--- src/rtl/piso_pkg.sv ---
// Shared types and helpers for the parallel-in/serial-out serializer.
package piso_pkg;

    typedef enum logic [1:0] {
        ST_IDLE,
        ST_SHIFT,
        ST_PARITY
    } piso_state_t;

    // Counter width wide enough to hold w itself (the counter parks at DATA_W, never wraps).
    function automatic int cnt_w(input int w);
        return $clog2(w + 1);
    endfunction

endpackage

--- src/rtl/piso_serializer_if.sv ---
// Word-in / bit-out bus of the serializer; master = upstream word source plus line consumer.
interface piso_serializer_if #(
    parameter int DATA_W = 8
);
    logic              ser_en;
    logic              in_valid;
    logic              in_ready;
    logic [DATA_W-1:0] in_data;
    logic              sdata;
    logic              out_valid;
    logic              out_last;
    logic              busy;

    modport master (
        output ser_en, in_valid, in_data,
        input  in_ready, sdata, out_valid, out_last, busy
    );

    modport slave (
        input  ser_en, in_valid, in_data,
        output in_ready, sdata, out_valid, out_last, busy
    );
endinterface

--- src/rtl/piso_serializer.sv ---
// Parallel-in/serial-out serializer with valid/ready intake and bit-rate enable.
// Define PISO_PARITY_EN to append a parity bit after each word's data bits.
module piso_serializer
    import piso_pkg::*;
#(
    parameter int   DATA_W     = 8,
    parameter int   MSB_FIRST  = 0,
    parameter logic IDLE_LEVEL = 1'b0,
    parameter int   PARITY_ODD = 0
) (
    input  logic              clk,
    input  logic              rst_n,
    piso_serializer_if.slave  bus
);

    localparam int            CW       = cnt_w(DATA_W);
    localparam logic [CW-1:0] LAST_CNT = CW'(DATA_W - 1);

    if (DATA_W < 2 || PARITY_ODD < 0 || PARITY_ODD > 1) begin : g_param_check
        $error("piso_serializer: DATA_W must be >= 2 and PARITY_ODD must be 0 or 1");
    end

    piso_state_t       state, state_nxt;
    logic [DATA_W-1:0] shreg, shreg_nxt, shreg_shifted;
    logic [CW-1:0]     cnt, cnt_nxt;
    logic              sdata_q, sdata_nxt;
    logic              out_valid_q, out_valid_nxt;
    logic              out_last_q, out_last_nxt;
    logic              next_bit;
    logic              last_tick;
    logic              accept;
`ifdef PISO_PARITY_EN
    logic              par, par_nxt;
`endif

    assign next_bit      = (MSB_FIRST != 0) ? shreg[DATA_W-1] : shreg[0];
    assign shreg_shifted = (MSB_FIRST != 0) ? {shreg[DATA_W-2:0], 1'b0}
                                            : {1'b0, shreg[DATA_W-1:1]};

    // The tick that emits a word's final bit is also the slot where the next word may enter.
`ifdef PISO_PARITY_EN
    assign last_tick = (state == ST_PARITY) && bus.ser_en;
`else
    assign last_tick = (state == ST_SHIFT) && bus.ser_en && (cnt == LAST_CNT);
`endif

    assign bus.in_ready  = (state == ST_IDLE) || last_tick;
    assign accept        = bus.in_valid && bus.in_ready;
    assign bus.sdata     = sdata_q;
    assign bus.out_valid = out_valid_q;
    assign bus.out_last  = out_last_q;
    assign bus.busy      = (state != ST_IDLE);

    always_comb begin
        state_nxt     = state;
        shreg_nxt     = shreg;
        cnt_nxt       = cnt;
        sdata_nxt     = sdata_q;
        out_valid_nxt = 1'b0;
        out_last_nxt  = 1'b0;
`ifdef PISO_PARITY_EN
        par_nxt       = par;
`endif

        case (state)
            ST_IDLE: begin
                // Returning to idle level on a tick keeps the previous last bit a full period.
                if (bus.ser_en) begin
                    sdata_nxt = IDLE_LEVEL;
                end
            end
            ST_SHIFT: begin
                if (bus.ser_en) begin
                    sdata_nxt     = next_bit;
                    shreg_nxt     = shreg_shifted;
                    cnt_nxt       = cnt + CW'(1);
                    out_valid_nxt = 1'b1;
                    if (cnt == LAST_CNT) begin
`ifdef PISO_PARITY_EN
                        state_nxt    = ST_PARITY;
`else
                        out_last_nxt = 1'b1;
                        state_nxt    = ST_IDLE;
`endif
                    end
                end
            end
`ifdef PISO_PARITY_EN
            ST_PARITY: begin
                if (bus.ser_en) begin
                    sdata_nxt     = par;
                    out_valid_nxt = 1'b1;
                    out_last_nxt  = 1'b1;
                    state_nxt     = ST_IDLE;
                end
            end
`endif
            default: begin
                state_nxt = ST_IDLE;
            end
        endcase

        // A new word overrides the shift update but the outgoing bit above still goes out.
        if (accept) begin
            shreg_nxt = bus.in_data;
            cnt_nxt   = '0;
            state_nxt = ST_SHIFT;
`ifdef PISO_PARITY_EN
            par_nxt   = (PARITY_ODD != 0) ? ~^bus.in_data : ^bus.in_data;
`endif
        end
    end

    always_ff @(posedge clk) begin
        if (!rst_n) begin
            state       <= ST_IDLE;
            shreg       <= '0;
            cnt         <= '0;
            sdata_q     <= IDLE_LEVEL;
            out_valid_q <= 1'b0;
            out_last_q  <= 1'b0;
`ifdef PISO_PARITY_EN
            par         <= 1'b0;
`endif
        end else begin
            state       <= state_nxt;
            shreg       <= shreg_nxt;
            cnt         <= cnt_nxt;
            sdata_q     <= sdata_nxt;
            out_valid_q <= out_valid_nxt;
            out_last_q  <= out_last_nxt;
`ifdef PISO_PARITY_EN
            par         <= par_nxt;
`endif
        end
    end

endmodule

--- src/flat_wrapper.sv ---
// flat-port wrapper written by rule: the top's interface ports become plain ports
module piso_serializer_flat import piso_pkg::*;
#(
    parameter int   DATA_W     = 8,
    parameter int   MSB_FIRST  = 0,
    parameter logic IDLE_LEVEL = 1'b0,
    parameter int   PARITY_ODD = 0
)
  (clk, rst_n, bus_ser_en, bus_in_valid, bus_in_data, bus_in_ready, bus_sdata, bus_out_valid, bus_out_last, bus_busy);
  piso_serializer_if #(.DATA_W(DATA_W)) bus_i ();
  input  logic clk;
  input  logic rst_n;
  input wire logic [$bits(bus_i.ser_en)-1:0] bus_ser_en;
  input wire logic [$bits(bus_i.in_valid)-1:0] bus_in_valid;
  input wire logic [$bits(bus_i.in_data)-1:0] bus_in_data;
  output wire logic [$bits(bus_i.in_ready)-1:0] bus_in_ready;
  output wire logic [$bits(bus_i.sdata)-1:0] bus_sdata;
  output wire logic [$bits(bus_i.out_valid)-1:0] bus_out_valid;
  output wire logic [$bits(bus_i.out_last)-1:0] bus_out_last;
  output wire logic [$bits(bus_i.busy)-1:0] bus_busy;
  assign bus_i.ser_en = bus_ser_en;
  assign bus_i.in_valid = bus_in_valid;
  assign bus_i.in_data = bus_in_data;
  assign bus_in_ready = bus_i.in_ready;
  assign bus_sdata = bus_i.sdata;
  assign bus_out_valid = bus_i.out_valid;
  assign bus_out_last = bus_i.out_last;
  assign bus_busy = bus_i.busy;
  piso_serializer #(.DATA_W(DATA_W), .MSB_FIRST(MSB_FIRST), .IDLE_LEVEL(IDLE_LEVEL), .PARITY_ODD(PARITY_ODD)) u_core (.clk(clk), .rst_n(rst_n), .bus(bus_i));
endmodule
--- config.mk ---
export PLATFORM = sky130hd
export DESIGN_NAME = piso_serializer_flat
export DESIGN_NICKNAME = d
export VERILOG_FILES = /design/src/rtl/piso_pkg.sv /design/src/rtl/piso_serializer_if.sv /design/src/rtl/piso_serializer.sv /design/src/flat_wrapper.sv
export SDC_FILE = /design/constraint.sdc
export NUM_CORES = 1
export LEC_CHECK = 0
export ABC_AREA = 1
export CORE_AREA = 10 10 54 56
export DETAILED_ROUTE_END_ITERATION = 10
export DIE_AREA = 0 0 64 66
export PLACE_DENSITY = 0.7
export REMOVE_ABC_BUFFERS = 1
export SYNTH_ARGS = -nofsm -noshare
export SYNTH_HDL_FRONTEND = slang
export SYNTH_SLANG_ARGS = --single-unit
--- constraint.sdc ---
create_clock -name clk -period 1.4 [get_ports clk]
set_clock_uncertainty 0.2 [all_clocks]
set_input_delay 0.28 -clock clk [delete_from_list [all_inputs] [get_ports clk]]
set_output_delay 0.28 -clock clk [all_outputs]
set_load 0.02 [all_outputs]
Yosys cells after proc, flatten, opt, wreduce, memory -nomap -nowiden
Cells that the tools add are included.
W data, S select, Z words.
Operators by class
  add/subtract/negate cells: 1
  equal/unequal tests: 8
  mux-type cells: 12
  bitwise operators: 2
  reduce and logical (&&, ||, !) cells: 17
Operators by type and width (count)
  $mux W8: 3
  $reduce_and A3 Y1: 4
  $reduce_bool A2 Y1: 4
  $ne A2 B2 Y1 const B: 3
  $ne A3 B2 Y1 const B: 2
  $reduce_and A2 Y1: 3
  $mux W1: 5
  $add A4 B1 Y4 const B: 1
  $eq A4 B3 Y1 const B: 1
  $mux W2: 2
  $pmux W2 S2: 1
  $logic_and A1 B1 Y1: 3
  $eq A2 B1 Y1 const B: 1
  $logic_not A2 Y1: 1
  $ne A2 B1 Y1 const B: 1
  $not A1 Y1: 2
  $pmux W1 S2: 1
  $reduce_or A2 Y1: 1
  $logic_or A1 B1 Y1: 1
Storage, ports and cells
  flip-flop bits (word level): 17
  input bits: 12
  output and inout bits: 5

Depth between registers and ports, before layout
Gate-level depths: netlist of the first run.
  depth after elaboration: 7
  depth in mapped cells: 7

Worst setup path after synthesis of the first run
Ideal clock, no wire load.
  path type: register -> register
  start point: register u_core.cnt[1]
  end point: register u_core.shreg[1]
  setup time: 0.115 ns
  arrival time: 1.135 ns
  data required time: 1.085 ns
  setup slack: -0.050 ns
  stages on the path, launching flop included: 8
  path through: dfxtp_1 -> ha_1 -> nand4_1 -> nand2_2 -> buf_6 -> a21oi_1 -> nor2_1 -> nor2_1
Between the ends
  cells in the longest elaborated chain, start to end: 6
  elaborated cells between the ends (all ways): 8
RTL lines
  start, declared: line piso_serializer.sv:25  | logic [CW-1:0] cnt, cnt_nxt;
  start signal, assigned: line piso_serializer.sv:128  | cnt <= cnt_nxt;
  $eq A4 B3 Y1 (*): line piso_serializer.sv:44  | assign last_tick = (state == ST_SHIFT) && bus.ser_en && (cnt == LAST_CNT);
  $logic_and A1 B1 Y1 (*): line piso_serializer.sv:44
  $logic_or A1 B1 Y1 (*): line piso_serializer.sv:47  | assign bus.in_ready = (state == ST_IDLE) || last_tick;
  net bus_in_ready: line flat_wrapper.sv:16  | output wire logic [$bits(bus_i.in_ready)-1:0] bus_in_ready;
  $logic_and A1 B1 Y1 (*): line piso_serializer.sv:48  | assign accept = bus.in_valid && bus.in_ready;
  $reduce_bool A2 Y1 (no source line)
  $reduce_and A2 Y1 (no source line)
  end signal, assigned: line piso_serializer.sv:127  | shreg <= shreg_nxt;
  end, declared: line piso_serializer.sv:24  | logic [DATA_W-1:0] shreg, shreg_nxt, shreg_shifted;
The timed path passes the listed nets; every way through them passes the cells marked *.
A chain may end at the register's enable or synchronous reset.

Final worst setup path of the first run
  start point: register u_core.cnt[0]
  end point: output bus_in_ready
Between the ends
  cells in the longest elaborated chain, start to end: 3
RTL lines (line)
  $eq A4 B3 Y1: piso_serializer.sv:44
  $logic_and A1 B1 Y1: piso_serializer.sv:44
  $logic_or A1 B1 Y1: piso_serializer.sv:47
  end, declared: flat_wrapper.sv:16
Every way passes these cells.

==> summary.md, run 1 <==
STA classifies the critical path endpoint as a primary output. The wire length per cell works out to 12.18 um. In the layout the commonest cells are buf_4 (18), nor2_1 (17), dfxtp_1 (13).

At the later pin of the worst-skew pair, clock insertion delay measures 0.28 ns. The number of buffers on the longest clock path was 2; the area of the placeable core was 1902 um2. After detailed routing, the number of remaining DRC violations is 0. Dividing total power by cell area gives a power density of 831.9 nW/um2. After synthesis the netlist holds a flip-flop and latch count of 16. The average size of a mapped cell is 7.399 um2, and the number of H-tree levels is 1. Fmax: 626.2 MHz. Buffers inserted during clock tree synthesis total 3. The wire length of the first global-routing pass was 3222 um; the number of endpoints with negative hold slack in the final report was 0. The tools report the max-slew violation total from the final report as 0. Once detail routing completed, the nets flagged for antenna violations numbered 0.

The placer congestion estimate was 0.7762; the post-detailed-route via-to-cell ratio was 4.715. Of all nets on the critical path, the largest fanout is 2. The number of placement rows is 16, and the area enclosed by the die boundary is 4224 um2. The cell chosen for the clock root is clkbuf_4. Chip width: 64 um. TritonCTS built the clock tree. Wires add up to 2009 um. The end of the worst register-to-register path was u_core.shreg[2].

The starting density of the core was 40.46%. The fraction of the yosys area taken by sequential cells was 41.63%. The leakage power of the design is 0.5145 nW.

The critical path endpoint was bus_in_ready. The layout overhead on the synthesized area was 52.19%. Global routing finished with a remaining overflow of 0. The category of the most critical setup path is reg2out. After the last flow step, the layout net total stands at 153. Entering global routing, the biggest net connects 18 pins.

The via count of the first global-routing pass came out at 770. The die span in y came out at 66 um. The synthesized netlist occupies a cell area of 769.5 um2.

The run gives 4 as the number of iterations in the first detailed-routing pass. The launching element type of the critical path is a flip-flop. In this run, the number of DRC markers left after iteration 0 of detailed routing was 5. In this run the worst hold path is classified as in2reg. The count of clock tree sinks is 16.

The logs give 1321 um for the placed wire-length estimate after detailed placement and 0 for the number of warnings issued by yosys. The run gives 0 as the initial antenna violation count. The max-capacitance violation count was 0. The remaining max-slew budget at the tightest pin was 86.83%. The final cycle utilization of the critical path was 114.1%; the signal arrival time at the worst endpoint was 1.12 ns. The post-placement worst setup slack was -0.6624 ns; the final period demand of the worst path was 1.597 ns. The tools report the number of inserted diodes as 0. Measured in cells, the most critical reg-to-reg path has a length of 9. In this run the worst setup path begins at u_core.cnt[0].

The worst vdd rail ir drop is 708.1 uV, and the slew at the pin closest to its max-slew limit is 0.1976 ns. The run gives 0.92 ns as the critical path required time. The number of distinct library cells after synthesis was 23; the final worst-path setup slack was -0.1968 ns. Setup violations remaining at the end of the flow were counted as 13. For this block, the via count after detailed routing is 778.

Number of hold-repair buffers added at the cts stage: 0. In this run the count of I/O pins placed on the die edge is 17. Clock-pin slew was measured on the worst setup and hold paths at 0.09 ns. Global routing used 9.138% of the available tracks across all layers. The startpoint of the lowest-slack register-to-register path is u_core.cnt[0].

The final reports fail on negative setup slack. In this run the tool buffered the top-level ports with 16 buffer cells. Of the cells placed in the final design, the portion with a size suffix greater than 1 is 34.06%.

Setup slack on the worst reg-to-reg path comes out at -0.15 ns. The library cell used most frequently in the layout, excluding fill and tap cells, is buf_4. Synthesis produced a netlist whose cell count is 104. Setup repair after global routing could not meet its margin everywhere.

Cells fill 61.58% of the core in the end. The run finished, with violations left.
[where the power goes]
group	internal, W	leakage [nW]	switching (W)	total, W
Clock	0.0000998	0.0138	0.000137	0.000237
Combinational	0.000121	0.368	0.000118	0.000239
Sequential	0.000483	0.132	0.0000152	0.000498
Total	0.000704	0.515	0.000271	0.000974
[how the worst min path moves through the flow]
| stage | from | end | slack, ns | cells past startpoint |
|---|---|---|---|---|
| after floorplan | rst_n | u_core.shreg[0] | 0.23 | 2 |
| after global placement | u_core.shreg[0] | u_core.bus.sdata | 0.26 | 1 |
| after detailed placement | u_core.shreg[0] | u_core.bus.sdata | 0.27 | 1 |
| after CTS | u_core.shreg[0] | u_core.bus.sdata | 0.29 | 1 |
| after global routing | bus_ser_en | u_core.cnt[1] | 0.31 | 5 |
| final | bus_ser_en | u_core.cnt[1] | 0.28 | 5 |
[cells in the mapped netlist]
master	n	area share (%)
nand3_1	9	5.9
nor2_1	19	9.3
nand3_2	1	1.3
a21oi_2	1	1.1
o21ai_1	7	4.6
nand2_2	2	1.6
o21ai_0	1	0.65
inv_2	1	0.49
inv_1	12	5.9
a32o_1	1	1.3
ha_1	1	1.6
xor2_1	1	1.1
o21ai_4	1	2.1
nand4_1	1	0.81
a31oi_1	1	0.81
clkbuf_2	1	0.65
buf_4	2	2.0
nand2_1	12	5.9
nor3_1	2	1.3
nor3_2	1	1.3
a21oi_1	9	5.9
dfxtp_1	16	42
buf_6	2	2.9
[metrics by stage]
stage	hold slack, ns	instance area, um2	TNS, ns	power, W	instances
finish	0.2774	1171	-1.468	0.0009743	165
detailed placement	0.2668	1033	-5.770	0.0007012	157
floorplan	0.2250	726.9	-0.7682	0.0006021	99
global route	0.3126	1171	-2.298	0.001036	165
CTS	0.2899	1090	-1.137	0.0009548	162
global placement	0.2604	1033	-5.516	0.0006963	157
[per-layer routing]
layer / GRT usage (%) / wire, um / vias to the layer above / part of all wire, %
met4: 3.279 / 0 / 0 / 0
met2: 15.30 / 963 / 15 / 48
met1: 10.50 / 936 / 356 / 47
met3: 3.220 / 109 / 0 / 5.4
met5: 0 / 0 / - / 0
li1: - / - / 407 / -
[kinds of logic after synthesis]
logic type	Yosys count	share of synthesized area, %
adder cells (fa/ha/maj)	1	1.626
flip-flops	16	41.63
AO/OA/AOI/OAI	21	16.42
AND/OR/NAND/NOR	47	27.32
XOR/XNOR	1	1.138
buffers and inverters	18	11.87
[final cells by class]
cell class | count | area, um2
inverters | 13 | 48.80
flip-flops and latches | 16 | 324.1
clock buffers | 3 | 22.52
fillers | 177 | 730.7
well taps | 27 | 33.78
multi-input cells | 70 | 411.6
repair buffers | 36 | 330.3
[critical path: stages, from the launching register on]
cell and delay [ns]:
dfxtp_2 0.37, ha_4 0.14, nand4_1 0.10, nand2_2 0.11, buf_6 0.12
[sequential cells by signal, summed over array words and instances (netlist names)]
register,count
u_core.cnt,4
u_core.bus.out_valid,1
u_core.state,1
u_core.bus.out_last,1
u_core.bus.sdata,1
u_core.shreg,8
[repair_timing]
item,4_1_cts,5_1_grt
gates resized for setup,24,16
gates cloned,0,1
pin swaps,2,3
setup buffers,2,2
setup endpoints to repair,17,15
hold endpoints to repair,0,0
Power figures use the tool's default switching activity.
==> run 2: changes to the inputs <==
Settings changed: TNS_END_PERCENT set to 5.
Clock period 1.4 ns to 1.3 ns, I/O delays scaled along.
==> run 2 against run 1 <==
Effect of this change: the flow still finishes with violations (negative setup slack); sequential share of layout area rose by 2.5 points; via count shrank 1.9%; first-iteration DRC count increased by 40%; cell count is 2.4% lower; sequential power grew 7.6%; power increased by 12%; flip-flop and latch count unchanged; critical path type unchanged; critical endpoint unchanged; largest power group unchanged.
==> summary.md, run 2 (synthesized netlist as in run 1, its figures left out) <==
The run gives 0.84 ns (was 0.92 ns) as the critical path required time. The number of buffers on the longest clock path is 2 (unchanged). The element type at the critical path end is a primary output (unchanged).

The number of H-tree levels was 1 (unchanged). The wire length after detailed routing was 1809 um (was 2009 um). The commonest non-fill, non-tap cell in the layout is nor2_1 (was buf_4). The number of hold-repair buffers added at the cts stage is 0 (unchanged), and the number of nets in the finished design is 148 (was 153). The instance count along the most critical hold path works out to 1 (was 5).

For the via count of the first global-routing pass, the log shows 765 (was 770). Number of inserted diodes: 0 (unchanged). Worst min-delay path startpoint: u_core.shreg[0] (was bus_ser_en). The depth of the most critical reg-to-reg path is 7 (was 9). The logs give 0 (unchanged) for the max-slew violation total from the final report and 4 (unchanged) for the number of iterations in the first detailed-routing pass. Maximum fanout count along the critical path: 2 (unchanged). The flow ran to the end, but the final reports show violations. The max-capacitance violation count is 0 (unchanged), and the slew at the pin closest to its max-slew limit is 0.4193 ns (was 0.1976 ns). The clock edge transition at the registers on the reported setup and hold paths was 0.10 ns (was 0.09 ns).

The chip width works out to 64 um (unchanged). End of the worst register-to-register path: u_core.cnt[0] (was u_core.shreg[2]). Endpoint with the worst hold slack: u_core.bus.sdata (was u_core.cnt[1]). The critical path startpoint was u_core.cnt[0] (unchanged). Number of flip-flops in the largest register: 8 (unchanged). Commonest non-fill, non-tap cells in the layout: nor2_1 (18), buf_4 (15), dfxtp_1 (13) (was buf_4 (18), nor2_1 (17), dfxtp_1 (13)). The area of the placeable core was 1902 um2 (unchanged); the number of vias in the routed layout was 763 (was 778). Setup repair after global routing could not meet its margin everywhere. The final period demand of the worst path came out at 1.565 ns. The initial antenna violation count was 0 (unchanged); the count of pins on the block boundary was 17 (unchanged).

The wire length of the first global-routing pass is 3160 um (was 3222 um), and the count of clock tree sinks is 16 (unchanged). The run gives 8.924% (was 9.138%) as the total global routing track utilization. The wire length per cell was 11.24 um (was 12.18 um). The logs give 0.7739 (was 0.7762) for the placer congestion estimate and -0.7125 ns (was -0.6624 ns) for the post-placement worst setup slack.

The total setup violations reported at the end of the flow was 15 (was 13). The internal reg-to-reg setup slack was -0.18 ns (was -0.15 ns); the number of endpoints with negative hold slack in the final report was 0 (unchanged). Die span in y: 66 um (unchanged). The power per standard cell area works out to 1013 nW/um2 (was 831.9 nW/um2). Number of buffers created by CTS: 3 (unchanged). Dividing the final minimum period by the clock period gives 120.3%. The run gives 40.46% (unchanged) as the starting density of the core. The post-detailed-route via-to-cell ratio is 4.739 (was 4.715). The path class of the lowest-slack min-delay path is reg2reg (was in2reg). The number of placement rows was 16 (unchanged); the number of nets with antenna violations after routing was 0 (unchanged). Timing would allow up to 639.2 MHz. The worst vdd rail ir drop was 714.2 uV (was 708.1 uV).

Launching element type of the critical path: a flip-flop (unchanged). The clock network latency to the later pin of the worst-skew pair came out at 0.30 ns (was 0.28 ns). Most flop-heavy register: u_core.shreg (unchanged). The tools report the number of setup buffers added after CTS as 0 (was 2).

The run gives 1074 um2 (was 1171 um2) as the post-route cell area. The tools report the violation count after the first detailed-route iteration as 7 (was 5). The largest net degree at the start of global routing came out at 18 (unchanged). The startpoint of the lowest-slack register-to-register path is u_core.cnt[0] (unchanged). The ratio of cells with drive above 1 in the final layout was 26.12% (was 34.06%); the signal arrival time at the worst endpoint was 1.10 ns (was 1.12 ns). The layout overhead on the synthesized area was 39.51% (was 52.19%); the leakage power of the design was 0.4668 nW (was 0.5145 nW). The tools report the DRC violations left as 0 (unchanged). The category of the most critical setup path is reg2out (unchanged). TritonCTS built the clock tree. The instance area after placement came out at 1033 um2 (unchanged). Remaining max-slew budget at the tightest pin: 71.94% (was 86.83%). Biggest regs: u_core.shreg (8), u_core.cnt (4) (unchanged).

Violations in the final reports: negative setup slack (unchanged). The area enclosed by the die boundary was 4224 um2 (unchanged); the remaining global-route overflow was 0 (unchanged). Number of buffer cells added on primary ports: 16 (unchanged). The run gives -0.2645 ns (was -0.1968 ns) as the final worst-path setup slack. The tools report the cell chosen for the clock root as clkbuf_4 (unchanged). The tools report the placed wire-length estimate after detailed placement as 1365 um (was 1321 um).
==> run 2: worst max path at each step <==
stage                               end  slack, ns
final                      bus_in_ready      -0.26
after global routing       bus_in_ready      -0.34
after CTS                  bus_in_ready      -0.27
after detailed placement   bus_in_ready      -0.71
after global placement     bus_in_ready      -0.72
after floorplan           u_core.cnt[0]      -0.18
==> run 2: timing repair <==
action / CTS / global route
pin swaps: 1 / 0
endpoints found under the setup margin: 19 / 17
gates resized for setup: 24 / 1
==> run 2: worst max-delay path: stages (launching register included) <==
cell and delay [ns]:
dfxtp_2 0.37, ha_4 0.14, nand4_1 0.08, nand2_2 0.10, buf_6 0.12
==> run 2: layout make-up <==
cell class	instances	area, um2
Tap cell	27	33.78
Fill cell	190	828.3
Sequential cell	16	324.1
Inverter	13	48.80
Timing Repair Buffer	31	257.7
Clock buffer	4	36.28
Multi-Input combinational cell	70	372.9
==> run 2: per-layer routing <==
metal / vias to the layer above / GRT usage [%] / wire length (um)
li1: 399 / - / -
met1: 344 / 9.712 / 869
met2: 18 / 14.93 / 810
met3: 2 / 4.576 / 120
met4: 0 / 2.459 / 9
met5: - / 0 / 0
==> run 2: power by group <==
part           internal (W)  switching, W  total, W
Clock              0.000171      0.000174  0.000344
Sequential         0.000520     0.0000163  0.000536
Combinational      0.000100      0.000107  0.000207
==> run 2: metrics by stage <==
| step | instances | setup TNS, ns | utilization [%] | total power, W | hold WS, ns |
|---|---|---|---|---|---|
| 2_1_floorplan | 99 | -2.056 | - | 0.0006484 | 0.2050 |
| 3_3_place_gp | 157 | -7.127 | 54.34 | 0.0007477 | 0.2605 |
| 3_5_place_dp | 157 | -7.489 | 54.34 | 0.0007551 | 0.2590 |
| 4_1_cts | 161 | -2.327 | 56.32 | 0.001093 | 0.2855 |
| 5_1_grt | 161 | -4.089 | 56.45 | 0.001140 | 0.3179 |
| 6_report | 161 | -2.229 | 56.45 | 0.001088 | 0.2886 |
